`src/rtl/alu_wb_sequencer.sv`:
```
// rtl/alu_wb_sequencer.sv - four-state ALU sequencer driving a RegisterFile read/write port set
// Optional feature: ALU_SEQ_R0_ZERO_EN makes register 0 read as zero and suppresses its writes.
module alu_wb_sequencer #(
    parameter int DATA_W = 8,
    parameter int ADDR_W = 3
) (
    input  logic              clk,
    input  logic              rst,
    input  logic              in_valid,
    output logic              in_ready,
    input  logic [2:0]        op,
    input  logic [ADDR_W-1:0] rd,
    input  logic [ADDR_W-1:0] rs1,
    input  logic [ADDR_W-1:0] rs2,
    input  logic [DATA_W-1:0] imm,
    output logic [ADDR_W-1:0] ra1,
    output logic [ADDR_W-1:0] ra2,
    input  logic [DATA_W-1:0] rd1,
    input  logic [DATA_W-1:0] rd2,
    output logic              we3,
    output logic [ADDR_W-1:0] wa3,
    output logic [DATA_W-1:0] wd3,
    output logic              done,
    output logic [DATA_W-1:0] result,
    output logic              carry,
    output logic              zero
);
    localparam logic [2:0] OP_ADD = 3'd0, OP_SUB = 3'd1, OP_AND = 3'd2, OP_OR  = 3'd3,
                           OP_XOR = 3'd4, OP_SLT = 3'd5, OP_LI  = 3'd6, OP_MOV = 3'd7;

    typedef enum logic [1:0] {S_IDLE, S_READ, S_EXEC, S_WRITE} state_t;

    state_t            r_state;
    logic [2:0]        r_op;
    logic [ADDR_W-1:0] r_rd, r_ra1, r_ra2, r_wa3;
    logic [DATA_W-1:0] r_imm, r_a, r_b, r_wd3, r_result;
    logic              r_in_ready, r_we3, r_done, r_carry, r_zero, r_carry_pend;

    logic [DATA_W:0]   w_alu;
    logic              w_carry;
    logic [DATA_W-1:0] w_opa, w_opb;
    logic              w_we;

`ifdef ALU_SEQ_R0_ZERO_EN
    assign w_opa = (r_ra1 == '0) ? '0 : rd1;
    assign w_opb = (r_ra2 == '0) ? '0 : rd2;
    assign w_we  = (r_rd != '0);
`else
    assign w_opa = rd1;
    assign w_opb = rd2;
    assign w_we  = 1'b1;
`endif

    // Extra top bit carries the ADD carry-out or the SUB borrow.
    always_comb begin
        w_alu = '0;
        case (r_op)
            OP_ADD:  w_alu = {1'b0, r_a} + {1'b0, r_b};
            OP_SUB:  w_alu = {1'b0, r_a} - {1'b0, r_b};
            OP_AND:  w_alu = {1'b0, r_a & r_b};
            OP_OR:   w_alu = {1'b0, r_a | r_b};
            OP_XOR:  w_alu = {1'b0, r_a ^ r_b};
            OP_SLT:  w_alu = {{DATA_W{1'b0}}, (r_a < r_b)};
            OP_LI:   w_alu = {1'b0, r_imm};
            OP_MOV:  w_alu = {1'b0, r_a};
            default: w_alu = '0;
        endcase
        w_carry = ((r_op == OP_ADD) || (r_op == OP_SUB)) && w_alu[DATA_W];
    end

    always_ff @(posedge clk) begin
        if (rst) begin
            r_state      <= S_IDLE;
            r_in_ready   <= 1'b1;
            r_op         <= '0;
            r_rd         <= '0;
            r_imm        <= '0;
            r_a          <= '0;
            r_b          <= '0;
            r_ra1        <= '0;
            r_ra2        <= '0;
            r_wa3        <= '0;
            r_wd3        <= '0;
            r_we3        <= 1'b0;
            r_done       <= 1'b0;
            r_result     <= '0;
            r_carry      <= 1'b0;
            r_carry_pend <= 1'b0;
            r_zero       <= 1'b1;
        end else begin
            case (r_state)
                S_IDLE: begin
                    if (in_valid) begin
                        r_op       <= op;
                        r_rd       <= rd;
                        r_imm      <= imm;
                        r_ra1      <= rs1;
                        r_ra2      <= rs2;
                        r_in_ready <= 1'b0;
                        r_state    <= S_READ;
                    end
                end
                S_READ: begin
                    r_a     <= w_opa;
                    r_b     <= w_opb;
                    r_state <= S_EXEC;
                end
                S_EXEC: begin
                    r_wd3        <= w_alu[DATA_W-1:0];
                    r_carry_pend <= w_carry;
                    r_we3        <= w_we;
                    r_wa3        <= r_rd;
                    r_done       <= 1'b1;
                    r_state      <= S_WRITE;
                end
                S_WRITE: begin
                    r_we3      <= 1'b0;
                    r_done     <= 1'b0;
                    r_result   <= r_wd3;
                    r_carry    <= r_carry_pend;
                    r_zero     <= (r_wd3 == '0);
                    r_in_ready <= 1'b1;
                    r_state    <= S_IDLE;
                end
                default: begin
                    r_we3      <= 1'b0;
                    r_done     <= 1'b0;
                    r_in_ready <= 1'b1;
                    r_state    <= S_IDLE;
                end
            endcase
        end
    end

    assign in_ready = r_in_ready;
    assign ra1      = r_ra1;
    assign ra2      = r_ra2;
    assign we3      = r_we3;
    assign wa3      = r_wa3;
    assign wd3      = r_wd3;
    assign done     = r_done;
    assign result   = r_result;
    assign carry    = r_carry;
    assign zero     = r_zero;
endmodule

```
`config.mk`:
```
export PLATFORM = sky130hd
export DESIGN_NAME = alu_wb_sequencer
export DESIGN_NICKNAME = d
export VERILOG_FILES = /design/src/rtl/alu_wb_sequencer.sv
export SDC_FILE = /design/constraint.sdc
export NUM_CORES = 1
export LEC_CHECK = 0
export ABC_AREA = 1
export CAP_MARGIN = 20
export CORE_MARGIN = 3
export CORE_UTILIZATION = 45
export CTS_CLUSTER_DIAMETER = 30
export CTS_CLUSTER_SIZE = 25
export DETAILED_ROUTE_END_ITERATION = 10
export GPL_TIMING_DRIVEN = 0
export HOLD_SLACK_MARGIN = 0.02
export PLACE_DENSITY = 0.74
export REMOVE_ABC_BUFFERS = 1
export SYNTH_ARGS = -nofsm -noshare
export SYNTH_HDL_FRONTEND = slang
export SYNTH_SLANG_ARGS = --single-unit
export TNS_END_PERCENT = 30
```
`constraint.sdc`:
```
create_clock -name clk -period 1.57 [get_ports clk]
set_input_delay 0.471 -clock clk [delete_from_list [all_inputs] [get_ports clk]]
set_output_delay 0.471 -clock clk [all_outputs]
set_load 0.05 [all_outputs]
```
==> impl_metrics.py, run 1 <==
metrics = {
    "power_and_ir_drop": {
        "p_leak_nw": 2.05,
        "ir_worst_vdd_mv": 0.913,
        "powerDensity_nw_per_um2": 2040,
    },
    "yosys": {
        "synth_top_cell_by_area": "dfxtp_1",
        "ys_async_sr_fraction_pct": 0,
        "synth_top_area_share_pct": 35.9,
        "synth_common_cells": "nand2_1 (66), o21ai_0 (66), nor2_1 (65)",
        "synth_warnings": 0,
        "ys_seq_area_share_pct": 35.9,
        "avgSynthCellArea_sq_um": 7.06,
        "synth_edf_count": 0,
        "syn_inst": 490,
        "synthTopCellsByArea": "dfxtp_1 (36%), ha_1 (10%), o21ai_0 (9.5%), a21oi_1 (7.2%), nand2_1 (7.2%)",
        "synth-main-ff-cell": "dfxtp_1",
        "synth.distinct_cells": 34,
        "synth_seq_cells": 62,
        "netlist_area_sq_um": 3460,
    },
    "route": {
        "dr.pass1.iters": 4,
        "first_iter_violations": 169,
        "wl_um": 10400,
        "antenna_violating_nets_post_route": 0,
        "vias": 3588,
        "remaining_drc_errors": 0,
        "wl_per_cell_um": 15.2,
        "viasPerCell": 5.26,
    },
    "global_routing": {
        "grt_pass1_wl_um": 16300,
        "grt_pass1_vias": 3525,
        "antenna_found_initial": 0,
        "overflow": 0,
        "grt_start_max_net_pins": 34,
        "track_usage_pct": 23.8,
    },
    "clock_tree": {
        "root_buffer": "clkbuf_8",
        "clk_latency_ns": 0.35,
        "clock_sinks": 62,
        "clkTransAtPathRegs_ns": 0.07,
        "cts_made_buffers": 9,
        "cts_tree": "done",
        "cts_hold_buf": 0,
        "clk_path_buf_depth": 2,
        "htree_num_levels": 3,
    },
    "setup_path": {
        "critPathMaxFanout": 3,
        "critPathKind": "reg2reg",
        "cp.required_ns": 1.86,
        "crit_arrival_ns": 2.08,
        "r2r.worst_path.cells": 13,
        "start_kind": "flip-flop",
        "worst_setup_path_end_kind": "flip-flop",
    },
    "placement": {
        "dp_hpwl_um": 7240,
        "numPortBuffers": 68,
        "placed_cell_area_sq_um": 4190,
        "place_ws_ns": -0.729,
        "place.gp.congestion": 0.927,
    },
    "timing": {
        "fin_setup_tns_ns": -1.28,
        "setup_viol": 20,
        "grt_setup_unrepaired": "true",
        "slew_headroom_pct": 62.5,
        "final.period_utilization_pct": 114,
        "hold_violations": 0,
        "maxSlewViolCount": 0,
        "tightest_slew_ns": 0.562,
        "min_period_ns": 1.79,
        "skew_ns": 0.0120,
        "hold_slack_ns": 0.458,
        "setup_slack_ns": -0.221,
        "timing.fmax_mhz": 558,
    },
    "min_path": {
        "hp-class": "reg2reg",
        "hold_depth": 2,
    },
    "status": {
        "violations": "negative setup slack",
        "status": "finished with violations",
    },
    "floorplanning": {
        "rows": 31,
        "io_pins": 69,
        "die_y_um": 93.7,
        "die-area_sq_um": 8780,
        "initial_utilization_pct": 46.9,
        "fp.dieW_um": 93.7,
        "coreArea_sq_um": 7370,
    },
    "cells_and_area": {
        "syn2layout_area_growth_pct": 42.5,
        "drive_gt1_share_pct": 26.8,
        "diodes": 0,
        "nets": 648,
        "design_area_sq_um": 4930,
    },
    "flow_run": {
        "drv_cap": 0,
    },
}
logic make-up after synthesis:
| group | after synthesis | share of synthesized area [%] |
|---|---|---|
| AOI/OAI and AO/OA | 136 | 20.9 |
| xor gates and xnor gates | 2 | 0.506 |
| adders and majority gates | 31 | 11.6 |
| buffers and inverters | 83 | 9.69 |
| DFF | 62 | 35.9 |
| and+or+nand+nor | 176 | 21.4 |
state kept, by name (all words and copies together) (netlist names), 2 cells and up:
register,cells
result,8
r_a,8
r_b,8
r_state,2
r_rd,3
r_op,3
ra2,3
wd3,8
ra1,3
r_imm,8
wa3,3
layout by cell type (no fill, tap or decap), drive strengths merged, types with 2 or more instances in the layout:
master and n:
o21ai 67, nor2 66, nand2 66, dfxtp 62, inv 60, a21oi 51
clkdlybuf4s50 37, buf 30, nand3 29, ha 29, clkdlybuf4s15 27, clkbuf 11
nand4 7, o22ai 6, clkinvlp 5, nor3 4, clkinv 4, o211ai 3
o21bai 3, nor3b 2, fa 2, or2 2
stage by stage:
step	std cells	util, %	power, mW
6_report	682	66.9	10.0
5_1_grt	682	66.9	10.8
4_1_cts	674	64.8	9.59
3_5_place_dp	637	56.8	7.18
3_3_place_gp	636	56.5	7.07
2_1_floorplan	469	-	5.74
final timing paths:
check                                        endpoint  slack (ns)             startpoint
worst max-delay path              wd3[4]$_SDFFE_PP0P_       -0.22    r_a[0]$_SDFFE_PP0N_
worst min-delay path            r_imm[4]$_SDFFE_PP0P_        0.46  r_imm[4]$_SDFFE_PP0P_
worst max register to register    wd3[4]$_SDFFE_PP0P_       -0.22    r_a[0]$_SDFFE_PP0N_
worst min register to register  r_imm[4]$_SDFFE_PP0P_        0.46  r_imm[4]$_SDFFE_PP0P_
metal layers:
layer	vias up	share of wire [%]	GRT usage, %
li1	1797	-	-
met1	1639	44	28.2
met2	118	48	41.2
met5	-	0	0
met4	0	3.4	11.8
met3	34	5.0	4.09
power by group:
group	switching, mW	total (mW)	internal [mW]
combinational	3.80	6.14	2.33
sequential	0.376	2.50	2.12
clock	0.669	1.40	0.731
total	4.85	10.0	5.18
timing repair:
item,4_1_cts,5_1_grt
resized for setup,178,24
setup endpoints to repair,90,47
setup buffers,20,7
cloned,1,1
pin swaps,22,14
area by class of cell:
type	instances	area, sq um
timing repair buffer	96	946
clock buffer	10	128
inverter	62	251
multi-input combinational	345	2140
tap	99	124
clock inverter	6	61.3
timing repair inverter	2	15.0
sequential	62	1270
fill	655	2440
critical path: stages (launching register included):
cell	delay, ns
dfxtp_2	0.34
inv_2	0.08
ha_4	0.14
inv_4	0.04
fa_2	0.37
inv_2	0.06
nor2_2	0.04
o21ai_2	0.13
nand2_2	0.11
a21oi_1	0.17
o21ai_2	0.07
nand2_1	0.07
nor2_2	0.05
nor2_1	0.06
No activity file was read; power rests on OpenSTA's default activity.
==> run 2, diff against run 1 <==
CORE_UTILIZATION = 35   (was 45)
PLACE_DENSITY = default   (was 0.74)
==> run 2 against run 1 <==
  * The run still ends with negative setup slack left
  * Clock-buffer cell count stayed put
  * Sequential cell count did not move
  * Worst hold slack better by 0.0037 ns
  * Die area rose by 27%
  * Wire length is 4.7% higher
  * Via count is 0.22% higher
  * Highest routed layer unchanged
==> impl_metrics.py, run 2 (synthesis results as in run 1) <==
metrics = {
    "power_and_ir_drop": {
        "powerDensity_nw_per_um2": 2020,
        "seqPwrFrac_pct": 25.9,
        "p_sw_share_pct": 50.2,
        "ir_worst_vdd_mv": 0.663,
        "internal-power_mw": 4.84,
        "p_clk_share_pct": 12.9,
        "p_leak_nw": 1.99,
        "p_sw_mw": 4.86,
        "comb_power_share_pct": 61.1,
    },
    "floorplanning": {
        "io_pins": 69,
        "initial_utilization_pct": 36.7,
        "rows": 35,
        "fp.dieW_um": 105,
        "die-area_sq_um": 11100,
        "coreArea_sq_um": 9420,
        "die_y_um": 105,
    },
    "status": {
        "violations": "negative setup slack",
        "status": "finished with violations",
    },
    "setup_path": {
        "critPathMaxFanout": 2,
        "worst_setup_path_end_kind": "flip-flop",
        "crit_arrival_ns": 2.04,
        "r2r.worst_path.cells": 11,
        "crit_top_cell": "a21oi_1",
        "cp_num_cells": 11,
        "max_stage_delay_ns": 0.37,
        "cp.required_ns": 1.78,
        "start_kind": "flip-flop",
        "critPathKind": "reg2reg",
        "critical_path.top_delay_family": "adder cells",
        "crit_chain": "inv_2, ha_4, inv_4, fa_2, buf_4, nor2_1, nor3_1, a21oi_1, nand4_1, nand2_1, a21oi_1",
        "slowest_stage": "fa_2",
        "critical_path_buf_inv_count": 3,
    },
    "cells_and_area": {
        "final_cells": 705,
        "nets": 641,
        "final_cell_mix": "o21ai_0 (62), nor2_1 (62), nand2_1 (60)",
        "fillers": 956,
        "postLayoutCoreUtil_pct": 51.1,
        "design_area_sq_um": 4810,
        "drive_gt1_share_pct": 24.5,
        "diodes": 0,
        "syn2layout_area_growth_pct": 39.0,
    },
    "route": {
        "vias": 3596,
        "wl_per_cell_um": 15.4,
        "dr.pass1.iters": 5,
        "remaining_drc_errors": 0,
        "antenna_violating_nets_post_route": 0,
        "first_iter_violations": 195,
        "wl_um": 10900,
        "viasPerCell": 5.10,
    },
    "global_routing": {
        "grt_start_max_net_pins": 33,
        "overflow": 0,
        "grt_pass1_wl_um": 16700,
        "grt_pass1_vias": 3268,
        "antenna_found_initial": 0,
        "track_usage_pct": 19.0,
    },
    "clock_tree": {
        "htree_num_levels": 3,
        "cts_tree": "done",
        "clk_latency_ns": 0.35,
        "cts_made_buffers": 9,
        "root_buffer": "clkbuf_8",
        "cts_hold_buf": 0,
        "clock_sinks": 62,
        "clkTransAtPathRegs_ns": 0.08,
        "clk_path_buf_depth": 2,
    },
    "timing": {
        "slew_headroom_pct": 63.3,
        "skew_ns": 0.00801,
        "maxSlewViolCount": 0,
        "tightest_slew_ns": 0.551,
        "timing.fmax_mhz": 546,
        "final.period_utilization_pct": 117,
        "hold_violations": 0,
        "setup_slack_ns": -0.263,
        "grt_setup_unrepaired": "true",
        "fin_setup_tns_ns": -1.16,
        "setup_viol": 7,
        "min_period_ns": 1.83,
    },
    "min_path": {
        "hp-class": "reg2reg",
        "hold_depth": 2,
    },
    "placement": {
        "numPortBuffers": 68,
        "dp.cells": 667,
        "dp_hpwl_um": 7520,
        "place.gp.congestion": 0.898,
        "placed_cell_area_sq_um": 4230,
    },
    "flow_run": {
        "drv_cap": 0,
    },
}
run 2: path summary, 6_finish.rpt:
check | startpoint | endpoint | slack (ns)
hold / removal | r_imm[1]$_SDFFE_PP0P_ | r_imm[1]$_SDFFE_PP0P_ | 0.46
setup / recovery | r_a[0]$_SDFFE_PP0N_ | wd3[2]$_SDFFE_PP0P_ | -0.26
hold reg to reg | r_imm[1]$_SDFFE_PP0P_ | r_imm[1]$_SDFFE_PP0P_ | 0.46
setup reg to reg | r_a[0]$_SDFFE_PP0N_ | wd3[2]$_SDFFE_PP0P_ | -0.26
run 2: layer usage:
layer / track usage (%) / routed length [um] / vias up
met2: 32.1 / 5140 / 92
met5: 0 / 0 / -
li1: - / - / 1785
met4: 5.15 / 153 / 0
met1: 24.5 / 5150 / 1707
met3: 3.74 / 430 / 12
run 2: layout make-up:
cell class	count	area (sq um)	area share, %
multi-input cells	346	2130	44.3
flip-flops and latches	62	1270	26.3
repair buffers	88	817	17.0
inverters	62	251	5.23
well taps	129	161	3.36
clock buffers	10	128	2.65
clock inverters	6	38.8	0.807
repair inverters	2	15.0	0.312
run 2: worst min-delay path, stage by stage, from the launching register on:
cell and delay, ns:
dfxtp_1 0.30, inv_1 0.06, a21oi_1 0.05
run 2: power groups by stage:
stage / clock (mW) / combinational [mW] / sequential (mW)
2_1_floorplan: 0 / 2.58 / 3.15
3_3_place_gp: 0 / 4.75 / 2.45
3_5_place_dp: 0 / 4.77 / 2.47
4_1_cts: 1.28 / 5.41 / 2.46
5_1_grt: 1.35 / 6.45 / 2.59
6_report: 1.25 / 5.93 / 2.51
run 2: timing repair:
| action | in CTS | in global routing |
|---|---|---|
| setup endpoints to repair | 90 | 56 |
| setup buffers | 8 | 11 |
| resized for setup | 154 | 61 |
| pin swaps | 12 | 20 |
| cloned | 2 | 1 |
run 2: through the flow:
stage	setup WS, ns	power [mW]	hold WS [ns]
after CTS	-0.197	9.15	0.461
after global placement	-1.12	7.20	0.447
after global routing	-0.303	10.4	0.489
after detailed placement	-0.773	7.23	0.450
final	-0.263	9.70	0.462
after floorplan	-0.147	5.74	0.425
==> run 3, diff against run 2 <==
CELL_PAD_IN_SITES_DETAIL_PLACEMENT = 0   (was default)
CELL_PAD_IN_SITES_GLOBAL_PLACEMENT = 2   (was default)
CORE_UTILIZATION = 26   (was 35)
PLACE_DENSITY = 0.74   (was default)
==> run 3 against run 2 <==
  * The run still ends with negative setup slack left
  * Utilization decreased by 10 points
  * Critical path depth rose by 2
  * Worst setup slack gained 0.087 ns
  * Sequential share of layout area fell by 2.0 points
  * Clock skew barely moved
  * Fmax rose by 5.0%
  * Power is 14% higher
  * Critical endpoint is now wd3[4]$_SDFFE_PP0P_
==> impl_metrics.py, run 3 (synthesis results as in run 1) <==
metrics = {
    "status": {
        "status": "finished with violations",
        "violations": "negative setup slack",
    },
    "cells_and_area": {
        "design_area_sq_um": 5210,
        "drive_gt1_share_pct": 29.9,
        "postLayoutCoreUtil_pct": 40.6,
        "final_cells": 754,
        "diodes": 0,
        "final_cell_mix": "o21ai_0 (63), nor2_1 (57), nand2_1 (56)",
        "syn2layout_area_growth_pct": 50.5,
        "layout_commonest_cell": "o21ai_0",
        "nets": 647,
    },
    "clock_tree": {
        "clkTransAtPathRegs_ns": 0.06,
        "htree_num_levels": 3,
        "cts_tree": "done",
        "clk_latency_ns": 0.34,
        "cts_made_buffers": 9,
        "cts_hold_buf": 0,
        "clk_path_buf_depth": 2,
        "clock_sinks": 62,
        "root_buffer": "clkbuf_16",
    },
    "placement": {
        "dp.cells": 710,
        "numPortBuffers": 68,
        "place_ws_ns": -0.808,
        "placed_cell_area_sq_um": 4280,
        "dp_hpwl_um": 8010,
        "place.gp.congestion": 0.891,
    },
    "global_routing": {
        "grt_pass1_wl_um": 17600,
        "grt_start_max_net_pins": 33,
        "antenna_found_initial": 0,
        "track_usage_pct": 15.6,
        "grt_pass1_vias": 3366,
        "overflow": 0,
    },
    "power_and_ir_drop": {
        "internal-power_mw": 5.90,
        "seqPwrFrac_pct": 22.8,
        "powerDensity_nw_per_um2": 2120,
        "total_power_mw": 11.0,
        "p_sw_share_pct": 46.5,
        "ir_worst_vdd_mv": 0.585,
        "p_clk_share_pct": 19.2,
        "p_leak_nw": 2.12,
        "p_sw_mw": 5.14,
        "comb_power_share_pct": 57.9,
    },
    "timing": {
        "hold_violations": 0,
        "tightest_slew_ns": 0.419,
        "grt_setup_unrepaired": "true",
        "setup_viol": 7,
        "slew_headroom_pct": 72.0,
        "hold_slack_ns": 0.448,
        "maxSlewViolCount": 0,
        "min_period_ns": 1.75,
        "fin_setup_tns_ns": -0.677,
        "final.period_utilization_pct": 111,
        "setup_slack_ns": -0.176,
        "timing.fmax_mhz": 573,
        "skew_ns": 0.00785,
    },
    "floorplanning": {
        "die-area_sq_um": 14700,
        "initial_utilization_pct": 27.0,
        "die_y_um": 121,
        "io_pins": 69,
        "coreArea_sq_um": 12800,
        "rows": 41,
        "fp.dieW_um": 121,
    },
    "route": {
        "viasPerCell": 4.68,
        "wl_per_cell_um": 15.3,
        "antenna_violating_nets_post_route": 0,
        "dr.pass1.iters": 4,
        "first_iter_violations": 211,
        "vias": 3526,
        "wl_um": 11600,
        "remaining_drc_errors": 0,
    },
    "min_path": {
        "hold_depth": 2,
        "hp-class": "reg2reg",
    },
    "setup_path": {
        "start_kind": "flip-flop",
        "cp.required_ns": 1.86,
        "crit_arrival_ns": 2.03,
        "r2r.worst_path.cells": 13,
        "critPathKind": "reg2reg",
        "worst_setup_path_end_kind": "flip-flop",
        "critPathMaxFanout": 3,
    },
    "flow_run": {
        "drv_cap": 0,
    },
}
==> run 3: power by group through the flow <==
stage                     clock network [mW]  registers [mW]  logic [mW]
final                                   2.12            2.52        6.39
after global routing                    2.24            2.59        6.99
after CTS                               2.18            2.48        5.53
after detailed placement                   0            2.48        4.80
after global placement                     0            2.46        4.79
after floorplan                            0            3.15        2.58
==> run 3: repair_timing <==
item / 4_1_cts / 5_1_grt
pin swaps: 12 / 20
gates resized for setup: 173 / 65
buffers inserted: 10 / 15
setup endpoints to repair: 90 / 58
gates cloned: 2 / 1
==> run 3: final cells by class <==
type                    count  area (sq um)
inverters                  62           258
clock buffers              10           229
well taps                 172           215
multi-input cells         346          2250
repair buffers             94           883
flip-flops and latches     62          1270
fillers                  1333          7620
clock inverters             6          86.3
repair inverters            2          15.0
==> run 3: path summary, 6_finish.rpt <==
| path | startpoint | to | slack [ns] |
|---|---|---|---|
| min reg2reg | r_imm[2]$_SDFFE_PP0P_ | r_imm[2]$_SDFFE_PP0P_ | 0.45 |
| min | r_imm[2]$_SDFFE_PP0P_ | r_imm[2]$_SDFFE_PP0P_ | 0.45 |
| max reg2reg | r_a[0]$_SDFFE_PP0N_ | wd3[4]$_SDFFE_PP0P_ | -0.18 |
| max | r_a[0]$_SDFFE_PP0N_ | wd3[4]$_SDFFE_PP0P_ | -0.18 |
==> run 3: routing by layer <==
metal | share of wire (%) | global-route usage, % | wire, um | vias to the layer above
met5 | 0 | 0 | 0 | -
met4 | 1.7 | 7.42 | 202 | 0
met1 | 47 | 20.2 | 5420 | 1635
met3 | 4.4 | 2.80 | 506 | 14
met2 | 47 | 25.2 | 5440 | 82
li1 | - | - | - | 1795
==> run 3: critical path: stages (launching register included) <==
cell     delay [ns]
dfxtp_4        0.36
inv_4          0.06
ha_4           0.14
inv_4          0.04
fa_2           0.37
inv_2          0.06
nor2_2         0.04
o21ai_2        0.12
nand2_2        0.10
a21oi_2        0.17
o21ai_2        0.07
nand2_1        0.06
nor2_1         0.04
nor2_1         0.06
